<file path="src/rtl/ahblite_master_arbiter.sv">
// Two-master AHB-Lite arbiter: one-hot address and data phase owner select,
// locked-sequence hold, round-robin tie break and a wait timeout flag.
module ahblite_master_arbiter #(
    parameter int unsigned WAIT_MAX = 15
) (
    input  logic       HCLK,
    input  logic       aresetn,
    input  logic [1:0] M0_HTRANS,
    input  logic       M0_HMASTLOCK,
    input  logic [1:0] M1_HTRANS,
    input  logic       M1_HMASTLOCK,
    input  logic       S_HREADY,
    output logic       M0_HREADY,
    output logic       M1_HREADY,
    output logic [1:0] ADDR_GNT,
    output logic [1:0] DATA_SEL,
    output logic       WAIT_TIMEOUT
);

    typedef enum logic [1:0] {
        ST_IDLE = 2'd0,
        ST_OWN0 = 2'd1,
        ST_OWN1 = 2'd2
    } state_t;

    localparam logic [7:0] WMAX = 8'(WAIT_MAX);

    state_t     state_q, state_d;
    logic       last_q, last_d;
    logic [1:0] data_sel_q, data_sel_d;
    logic [7:0] wait0_q, wait0_d;
    logic [7:0] wait1_q, wait1_d;

    logic       req0, req1;
    logic       rel0, rel1;
    logic       inc0, inc1;
    logic       to0, to1;
    logic [1:0] gnt;

    assign req0 = M0_HTRANS[1];
    assign req1 = M1_HTRANS[1];
    assign rel0 = (M0_HTRANS == 2'b00) && !M0_HMASTLOCK;
    assign rel1 = (M1_HTRANS == 2'b00) && !M1_HMASTLOCK;

    always_comb begin
        gnt = 2'b00;
        unique case (state_q)
            ST_OWN0: gnt = 2'b01;
            ST_OWN1: gnt = 2'b10;
            default: gnt = 2'b00;
        endcase
    end

    // last_q = 1 means M1 was granted most recently
    always_comb begin
        state_d = state_q;
        last_d  = last_q;
        if (S_HREADY) begin
            unique case (state_q)
                ST_IDLE: begin
                    if (req0 && req1)
                        state_d = last_q ? ST_OWN0 : ST_OWN1;
                    else if (req0)
                        state_d = ST_OWN0;
                    else if (req1)
                        state_d = ST_OWN1;
                end
                ST_OWN0: begin
                    if (rel0)
                        state_d = req1 ? ST_OWN1 : ST_IDLE;
                end
                ST_OWN1: begin
                    if (rel1)
                        state_d = req0 ? ST_OWN0 : ST_IDLE;
                end
                default: state_d = ST_IDLE;
            endcase
            if (state_d != state_q) begin
                if (state_d == ST_OWN0)
                    last_d = 1'b0;
                else if (state_d == ST_OWN1)
                    last_d = 1'b1;
            end
        end
    end

    always_comb begin
        data_sel_d = data_sel_q;
        if (S_HREADY)
            data_sel_d = gnt & {req1, req0};
    end

    assign inc0 = req0 && !gnt[0];
    assign inc1 = req1 && !gnt[1];

    always_comb begin
        wait0_d = wait0_q;
        wait1_d = wait1_q;
        if (S_HREADY) begin
            if (inc0)
                wait0_d = (wait0_q >= WMAX) ? WMAX : wait0_q + 8'd1;
            else
                wait0_d = 8'd0;
            if (inc1)
                wait1_d = (wait1_q >= WMAX) ? WMAX : wait1_q + 8'd1;
            else
                wait1_d = 8'd0;
        end
    end

    // Pulse on the stalled cycle whose edge moves the counter onto WAIT_MAX
    assign to0 = S_HREADY && inc0 && (wait0_q == WMAX - 8'd1);
    assign to1 = S_HREADY && inc1 && (wait1_q == WMAX - 8'd1);

    always_ff @(posedge HCLK or negedge aresetn) begin
        if (!aresetn) begin
            state_q    <= ST_IDLE;
            last_q     <= 1'b1;
            data_sel_q <= 2'b00;
            wait0_q    <= 8'd0;
            wait1_q    <= 8'd0;
        end else begin
            state_q    <= state_d;
            last_q     <= last_d;
            data_sel_q <= data_sel_d;
            wait0_q    <= wait0_d;
            wait1_q    <= wait1_d;
        end
    end

    assign ADDR_GNT     = gnt;
    assign DATA_SEL     = data_sel_q;
    assign WAIT_TIMEOUT = aresetn && (to0 || to1);

    always_comb begin
        M0_HREADY = 1'b1;
        M1_HREADY = 1'b1;
        if (gnt[0] || data_sel_q[0])
            M0_HREADY = S_HREADY;
        else if (req0)
            M0_HREADY = 1'b0;
        if (gnt[1] || data_sel_q[1])
            M1_HREADY = S_HREADY;
        else if (req1)
            M1_HREADY = 1'b0;
    end

endmodule

</file>
<file path="config.mk">
export PLATFORM = sky130hd
export DESIGN_NAME = ahblite_master_arbiter
export DESIGN_NICKNAME = d
export VERILOG_FILES = /design/src/rtl/ahblite_master_arbiter.sv
export SDC_FILE = /design/constraint.sdc
export NUM_CORES = 1
export LEC_CHECK = 0
export BUFFER_PORTS_ARGS = -buffer_cell sky130_fd_sc_hd__buf_2
export CAP_MARGIN = 20
export CORE_MARGIN = 2
export CORE_UTILIZATION = 55
export DETAILED_ROUTE_END_ITERATION = 8
export HOLD_SLACK_MARGIN = 0.05
export PLACE_DENSITY = 0.74
export REMOVE_ABC_BUFFERS = 1
export SYNTH_ARGS = -nofsm -noshare
export SYNTH_HDL_FRONTEND = slang
export SYNTH_SLANG_ARGS = --single-unit
</file>
<file path="constraint.sdc">
create_clock -name HCLK -period 2.65 [get_ports HCLK]
set_input_delay 0.1325 -clock HCLK [delete_from_list [all_inputs] [get_ports HCLK]]
set_output_delay 0.1325 -clock HCLK [all_outputs]
set_load 0.02 [all_outputs]
</file>
==> summary.txt <==
Cells and area
  – Final core utilization: 65.28%
  – Ratio of cells with drive above 1 in the final layout: 19.12%
  – Area growth syn-to-layout: 11.30%
  – Antenna Cells: 0
  – Nets: 151
  – FILL cells: 159

Logic synthesis
  – Most common cell in the netlist: dfrtp_1
  – Synthesized area per cell: 9.768 um2
  – Register bit total from synthesis: 21
  – Ys Warns: 0
  – Yosys top cell area share: 43.06%
  – Mapped Area: 0.001162 mm2
  – Synth area leaders: dfrtp_1 43%, nor2b_1 6.5%, ha_1 5.4%
  – FFs w/ async S/R, synth: 100.0%
  – Number of enable flip-flop cells after synthesis: 0
  – Post-synth top flop: dfrtp_1
  – Sequential share of the synthesized area: 45.32%
  – Post-synth top cells: 20 x dfrtp_1, 12 x nor2b_1, 11 x inv_1
  – Cell variety after synth: 35
  – Post-Syn Instances: 119
  – Synth area leader: dfrtp_1

CTS
  – TritonCTS clock tree: yes
  – CTS Buf Count: 3
  – Post-CTS setup buffers: 0
  – CTS max path bufs: 2
  – H-tree Lvls: 1
  – Skew-Pair Late Insertion Delay: 310 ps
  – Clock slew at reported path FFs: 110 ps
  – Resized Gates After CTS: 0
  – CTS Sinks: 21
  – Clk root buf: clkbuf_4

STA
  – Setup violators final: 0
  – Max-slew headroom: 67.94%
  – Fmax: 0.4711 GHz
  – Worst Max-Slew Pin Slew: 481.0 ps
  – RSZ-0062 raised after global routing: false
  – Pins Over Slew Limit: 0
  – Minimum clock period: 2123 ps
  – Tcrit/Tclk final: 80.11%
  – Setup tns final: 0 ps
  – Final Hold Fails: 0
  – Clk_skew: 5.691 ps

Run
  – Max-cap violations: 0

GRT
  – First-pass GRT wire length: 3.698 mm
  – Total GRT Usage: 20.17%
  – Gr ovfl total: 0
  – Largest net degree at the start of global routing: 24
  – Vias in the first global route: 844
  – Initial antenna violation count: 0

Worst setup path
  – CP arrival: 2370 ps
  – Worst Path Required: 2890 ps
  – Crit path max fanout: 3
  – WS Path Type: flip-flop to flip-flop
  – Critical path launch point type: flip-flop
  – Crit end category: flip-flop

Floorplanning
  – Starting density of the core: 58.65%
  – FP Rows: 16
  – Die Y: 49.97 um
  – IO Pins: 16
  – Core area: 0.001982 mm2
  – Die X: 49.97 um
  – Die ar.: 0.002497 mm2

Placement
  – GP Congestion: 0.8073
  – Detailed placement HPWL: 1.544 mm
  – Port-buffer cells: 15

Status
  – Status: complete, no violations

Pwr
  – Sw frac: 38.13%
  – Sequential share of power: 45.8%
  – Static Leakage: 0.0006394 uW
  – Internal Pwr Total: 574.6 uW
  – Clock group share of total power: 16.6%
  – Pwr/cell area: 717.9 mW/mm2
  – Psw: 354.2 uW
  – Maximum VDD drop: 635.1 uV
  – Comb pwr share: 37.6%

Routing
  – DRT antenna net count: 0
  – Vias per inst: 5.583
  – Wire per inst: 12.94 um
  – DR pass1 iterations: 4
  – Final wirelength: 2.109 mm
  – DRC viols: 0
  – Vias: 910
  – DRT iter0 DRCs: 24

Hold path
  – Worst hold path class: primary input to flip-flop
## cell type report
cell class / instances / area (um2) / share of cell area, %
multi-input cells: 84 / 579.3 / 44.78
flip-flops and latches: 21 / 526.8 / 40.72
repair buffers: 16 / 85.08 / 6.576
inverters: 11 / 41.29 / 3.191
well taps: 27 / 33.78 / 2.611
clock buffers: 3 / 22.52 / 1.741
clock inverters: 1 / 5.005 / 0.3868
## kinds of logic (layout without fill, tap and decap cells)
logic type                 count (synthesis)  in the layout  share of synthesized area [%]
and+or+nand+nor                           40             40                          19.91
AOI/OAI and AO/OA                         37             37                          22.71
DFF                                       21             21                          45.32
buffers and inverters                     14             31                          4.844
adders and majority gates                  5              5                          5.382
muxes                                      2              2                          1.830
## power groups by stage
stage / registers [uW] / logic [uW] / clock network (uW)
detailed placement: 432 / 348 / 0
floorplan: 428 / 251 / 0
global route: 436 / 391 / 179
global placement: 429 / 339 / 0
CTS: 425 / 350 / 163
finish: 426 / 349 / 154
## layout by cell type (no fill, tap or decap), types with 3 or more instances in the layout
cell,n
dfrtp_1,20
buf_2,15
nor2b_1,12
inv_1,11
o21ai_0,9
a21oi_1,7
nor2_1,6
nand3_1,6
a21o_1,5
ha_1,5
nor3_1,4
nand2b_1,3
nand2_1,3
o2bb2ai_1,3
clkbuf_4,3
## worst paths after layout
check	startpoint	end	slack, ps	depth (start not counted)
hold reg to reg	last_q$_DFFE_PN1P_	last_q$_DFFE_PN1P_	510	2
min in group asynchronous	aresetn	state_q[0]$_DFFE_PN0P_	300	2
setup / recovery	last_q$_DFFE_PN1P_	last_q$_DFFE_PN1P_	530	8
hold / removal	M0_HTRANS[1]	DATA_SEL[0]$_DFFE_PN0P_	120	3
max in group asynchronous	aresetn	last_q$_DFFE_PN1P_	2010	2
setup reg to reg	last_q$_DFFE_PN1P_	last_q$_DFFE_PN1P_	530	8
## flip-flops by register name, summed over array words and instances (netlist names)
name      count
last_q        1
wait1_q       8
DATA_SEL      2
state_q       2
wait0_q       8
## routing by layer
metal	routed length [um]	GRT usage (%)
met3	84	3.939
met1	998	25.45
met5	0	0
met2	967	32.00
met4	59	12.04
## per-stage QoR
stage                     cell area, um2  std cells  setup WS [ps]  power, uW  hold slack, ps
after global routing                1294        163          358.2       1007           126.5
after floorplan                     1147        116          718.0      679.2          -163.1
after CTS                           1294        163          526.4      938.1           99.28
after detailed placement            1256        158          538.4      779.6           118.8
final                               1294        163          527.2      928.8           117.4
after global placement              1256        158          651.7      768.0           116.0
## what timing repair did
item                                   4_1_cts  5_1_grt
endpoints found under the hold margin       20        0
hold buffers                                 1        0
setup endpoints to repair                    0        0
## worst max-delay path, cell delays in order (launching register included)
cell and delay [ps]:
dfstp_2 560, nand2_1 70, a221o_1 360, a22oi_2 150, ha_1 260, nor2b_1 130, o21ai_0 100, o22ai_1 200
mux2i_1 230
Power figures use the tool's default switching activity.
